File: config.mk
export PLATFORM = sky130hd
export DESIGN_NAME = registrador_piso_tx
export DESIGN_NICKNAME = d
export VERILOG_FILES = /design/src/rtl/registrador_pkg.sv /design/src/rtl/registrador_piso_tx_contador_bits.sv /design/src/rtl/registrador_piso_tx.sv
export SDC_FILE = /design/constraint.sdc
export NUM_CORES = 1
export LEC_CHECK = 0
export BUFFER_PORTS_ARGS = -buffer_cell sky130_fd_sc_hd__buf_2
export CORE_ASPECT_RATIO = 2
export CORE_UTILIZATION = 25
export CTS_BUF_LIST = sky130_fd_sc_hd__clkbuf_4
export CTS_CLUSTER_SIZE = 28
export DETAILED_ROUTE_END_ITERATION = 16
export PLACE_DENSITY = 0.48
export SLEW_MARGIN = 20
export SYNTH_ARGS = -nofsm -noshare
export SYNTH_HDL_FRONTEND = slang
export SYNTH_SLANG_ARGS = --single-unit
File: constraint.sdc
create_clock -name clk -period 1.6 [get_ports clk]
set_input_delay 0.32 -clock clk [delete_from_list [all_inputs] [get_ports clk]]
set_output_delay 0.32 -clock clk [all_outputs]
set_load 0.01 [all_outputs]
File: src/rtl/registrador_pkg.sv
// Shared types and constants for the serial transmit/receive register pair.
package registrador_pkg;

    typedef enum logic [1:0] {IDLE, SHIFT, PARITY, DONE} tx_state_t;

    localparam logic LINE_IDLE = 1'b0;

endpackage

File: src/rtl/registrador_piso_tx_contador_bits.sv
// Bit counter: up-counter with synchronous clear, enable and terminal-count flag.
// Holds at MAX instead of wrapping, so tc stays valid until the next clear.
module contador_bits #(
    parameter int CNT_W = 2,
    parameter int MAX   = 3
) (
    input  logic             clk,
    input  logic             reset,
    input  logic             clear,
    input  logic             en,
    output logic [CNT_W-1:0] count,
    output logic             tc
);

    assign tc = (count == CNT_W'(MAX));

    always_ff @(posedge clk or posedge reset) begin
        if (reset) begin
            count <= '0;
        end else if (clear) begin
            count <= '0;
        end else if (en && !tc) begin
            count <= count + 1'b1;
        end
    end

endmodule

File: src/rtl/registrador_piso_tx.sv
// Parallel-in/serial-out transmitter: MSB-first serial line with optional even parity.
//
// state  | meaning
// IDLE   | line idle, load_ready high, waiting for a handshake
// SHIFT  | data bits leave MSB first, one per clock
// PARITY | stored even-parity bit on the line
// DONE   | one-cycle done pulse, line back to idle level
module registrador_piso_tx
    import registrador_pkg::*;
#(
    parameter int WIDTH     = 4,
    parameter bit PARITY_EN = 1'b0
) (
    input  logic             clk,
    input  logic             reset,
    input  logic [WIDTH-1:0] Din,
    input  logic             load_valid,
    output logic             load_ready,
    output logic             Dout_serie,
    output logic             frame,
    output logic             busy,
    output logic             done
);

    localparam int CNT_W = (WIDTH > 2) ? $clog2(WIDTH) : 1;

    tx_state_t        state, state_nxt;
    logic [WIDTH-1:0] shreg;
    logic             parity_q;
    logic             accept;
    logic [CNT_W-1:0] cnt;
    logic             cnt_tc;
    logic             dout_nxt, frame_nxt, busy_nxt, done_nxt, ready_nxt;

    assign accept = (state == IDLE) && load_valid && load_ready;

    contador_bits #(
        .CNT_W (CNT_W),
        .MAX   (WIDTH - 1)
    ) u_contador_bits (
        .clk   (clk),
        .reset (reset),
        .clear (accept),
        .en    (state == SHIFT),
        .count (cnt),
        .tc    (cnt_tc)
    );

    // Outputs are registered from the current state, so they trail the state by one edge.
    always_comb begin
        state_nxt = state;
        dout_nxt  = LINE_IDLE;
        frame_nxt = 1'b0;
        busy_nxt  = 1'b0;
        done_nxt  = 1'b0;
        ready_nxt = 1'b0;
        case (state)
            IDLE: begin
                ready_nxt = 1'b1;
                if (accept) state_nxt = SHIFT;
            end
            SHIFT: begin
                dout_nxt  = shreg[WIDTH-1];
                frame_nxt = 1'b1;
                busy_nxt  = 1'b1;
                if (cnt_tc) state_nxt = PARITY_EN ? PARITY : DONE;
            end
            PARITY: begin
                dout_nxt  = parity_q;
                frame_nxt = 1'b1;
                busy_nxt  = 1'b1;
                state_nxt = DONE;
            end
            DONE: begin
                done_nxt  = 1'b1;
                busy_nxt  = 1'b1;
                state_nxt = IDLE;
            end
            default: state_nxt = IDLE;
        endcase
    end

    always_ff @(posedge clk or posedge reset) begin
        if (reset) begin
            state      <= IDLE;
            Dout_serie <= LINE_IDLE;
            frame      <= 1'b0;
            busy       <= 1'b0;
            done       <= 1'b0;
            load_ready <= 1'b1;
        end else begin
            state      <= state_nxt;
            Dout_serie <= dout_nxt;
            frame      <= frame_nxt;
            busy       <= busy_nxt;
            done       <= done_nxt;
            load_ready <= ready_nxt;
        end
    end

    always_ff @(posedge clk or posedge reset) begin
        if (reset) begin
            shreg    <= '0;
            parity_q <= 1'b0;
        end else if (accept) begin
            shreg    <= Din;
            parity_q <= ^Din;
        end else if (state == SHIFT) begin
            shreg    <= {shreg[WIDTH-2:0], 1'b0};
        end
    end

endmodule

==> summary.md <==
| Metric | Value |
|---|---|
| Top-count cell post-synth | `dfrtp_1` |
| GPL Wtd Cong | `between 0.7 and 0.8` |
| Slew @ Worst Pin | `about 0.55 ns` |
| Setup CP Type | `reg2reg` |
| Buf+Inv Stages, Crit Path | `1` |
| Yosys warns | `0` |
| Total Die Area | `2920 um^2` |
| R2R cell count | `5` |
| Synth Register Bits | `14` |
| Layout cells sized above 1 | `0.296` |
| Crit path launch type | `register` |
| Seq/Total Area, Yosys | `0.521` |
| VDD IR max | `approximately 0.0005 V` |
| CP endpoint kind | `register` |
| Final ANT Viol Nets | `0` |
| Largest net degree at the start of global routing | `15` |
| Post-synth EDFFs | `0` |
| WL met3 | `between 30 and 40 um` |
| CTS max path bufs | `2` |
| Max cap viols | `0` |
| Area Overhead vs Synth | `19.5%` |
| Syn Nets | `70` |
| Vias post-DR | `about 400` |
| Final Hold Fails | `0` |
| CTS HTree Levels | `1` |
| Slew margin rel. | `0.632` |
| Delay-heaviest family, CP | `flip-flops` |
| Vias in the first global route | `between 400 and 500` |
| Crit. Startpoint | `state[1]` |
| Yosys top cell by area | `dfrtp_1` |
| Outcome | `completed` |
| GRT Resource Usage Total | `0.102` |
| Slowest cell on crit path | `dfrtp_1` |
| Top cell type's share of synthesized area | `0.482` |
| WP data arrival | `1.65 ns` |
| Initial drt markers | `9` |
| Distinct cell type count after synthesis | `19` |
| WL per Instance | `11.7 um` |
| RSZ-0062 raised after global routing | `false` |
| Clk sinks | `14` |
| R2R Path Start | `state[1]` |
| Drt first pass iters | `2` |
| Inserted Clock Buffers | `3` |
| Dpl cells | `95` |
| Root Buffer Master | `clkbuf_4` |
| Mapped cell area | `between 600 and 700 um^2` |
| Crit-path cells | `inv_1 -> ha_1 -> nor2b_4 -> a21oi_2 -> mux2_4` |
| Top sig layer | `met4` |
| Power density cells | `about 1800 nW/um^2` |
| Gate Count Post-Synth | `56` |
| LEAKAGE | `between 0.0003 and 0.0004 uW` |
| ANT cells | `0` |
| Hold Crit Class | `in2async` |
| Critical-path maximum fanout | `5` |
| Final worst path period need | `about 1.5 ns` |
| Most instantiated cells after synthesis | `dfrtp_1 (13), ha_1 (7), mux2i_1 (5), nand2_1 (5)` |
| Post-synth ARST share | `1.00` |
| IO Pins | `12` |
| WL met1 | `approximately 450 um` |
| Post-CTS Setup Bufs | `0` |
| DRC errors left | `0` |
| Post-route setup TNS | `0 ns` |
| Final Cycle Share | `0.933` |
| Core Footprint | `2570 um^2` |
| Die W | `38.7 um` |
| Met2 WL | `~650 um` |
| Initial antenna violation count | `0` |
| Row count | `26` |
| Initial Util | `0.262` |
| Clk pin slew, worst setup/hold paths | `~0.080 ns` |
| Top cells by area, synth | `dfrtp_1 (48%), ha_1 (13%), mux2i_1 (7.4%)` |
| Fmax achieved | `670 MHz` |
| Ys flop type | `dfrtp_1` |
| Layout Nets | `86` |
| Pins over their slew limit | `0` |
| Hpwl dp | `918 um` |
| Worst-Skew Late Latency | `between 0.2 and 0.3 ns` |
| Via/cell ratio | `a little over 4` |
| Hold_buf cts | `0` |
| Clock skew | `between 0.0009 and 0.001 ns` |
| Crit path largest cell delay | `about 0.43 ns` |
| CTS resizes | `0` |
| Port buffer count | `11` |
| Die Y | `around 75 um` |
| Post-Layout Cell Count | `~100` |
| Total length of routed wires | `~1200 um` |
| GR Overflow Total | `0` |
| CP required | `approximately 1.8 ns` |
| WP depth | `5` |
| First-pass GRT wire length | `approximately 2000 um` |
| Final setup viols | `0` |
| CTS tree | `done` |
| Mapped Avg Cell Area | `around 12 um^2` |
## registers in the layout, summed over array words and instances (netlist names)
register,count
parity_q,1
done,1
load_ready,1
frame,1
shreg,4
state,2
u_contador_bits.count,2
Dout_serie,1
busy,1
## placed cells by master (no fill, tap or decap), drive strengths merged
| cell type | count |
|---|---|
| nor2b | 2 |
| buf | 13 |
| inv | 4 |
| mux2i | 5 |
| o21ai | 4 |
| mux2 | 1 |
| clkbuf | 4 |
| nor2 | 3 |
| xnor2 | 4 |
| dfstp | 1 |
| ha | 7 |
| nand2 | 5 |
| and3 | 1 |
| a22oi | 1 |
| dfrtp | 13 |
| nand2b | 1 |
| a21oi | 2 |
## through the flow
stage / power [uW] / area (um^2) / setup slack (ns) / util / hold WS [ns]
final: 1440 / 806 / 0.107 / 0.314 / 0.0818
after global routing: 1580 / 806 / 0.0380 / 0.314 / 0.120
after CTS: 1480 / 806 / 0.105 / 0.314 / 0.0898
after detailed placement: 1240 / 776 / 0.123 / 0.302 / 0.401
after global placement: 1220 / 776 / 0.168 / 0.302 / 0.387
after floorplan: 1070 / 674 / 0.122 / - / 0.209
## routing by layer
layer  global-route usage  vias to the layer above
met5                    0                        -
met4               0.0805                        0
met3               0.0175                        2
met2                0.172                        6
met1                0.106                      193
li1                     -                      209
## cell type report
| cell class | count | area [um^2] |
|---|---|---|
| fill | 261 | 1760 |
| inverter | 4 | 15.0 |
| tap | 28 | 35.0 |
| multi-input combinational | 36 | 292 |
| clock buffer | 4 | 30.0 |
| sequential | 14 | 352 |
| timing repair buffer | 13 | 82.6 |
## cell families after synthesis
| family | after synthesis | share of synthesized area |
|---|---|---|
| AOI/OAI and AO/OA | 7 | 0.0612 |
| DFF | 14 | 0.521 |
| buffers and inverters | 6 | 0.0464 |
| muxes | 6 | 0.0965 |
| and+or+nand+nor | 12 | 0.0928 |
| xor gates and xnor gates | 4 | 0.0519 |
| adders and majority gates | 7 | 0.130 |
## worst paths after layout
kind / to / slack [ns]
setup / recovery: state[1] / 0.11
hold / removal: state[1] / 0.08
setup reg to reg: state[1] / 0.11
hold reg to reg: shreg[0] / 0.54
max in group asynchronous: load_ready / 1.15
min in group clk: shreg[3] / 0.29
## power breakdown
part	switching, uW	internal (uW)
combinational	303	319
clock	104	113
sequential	89.6	511
(Power assumes the default switching activity.)
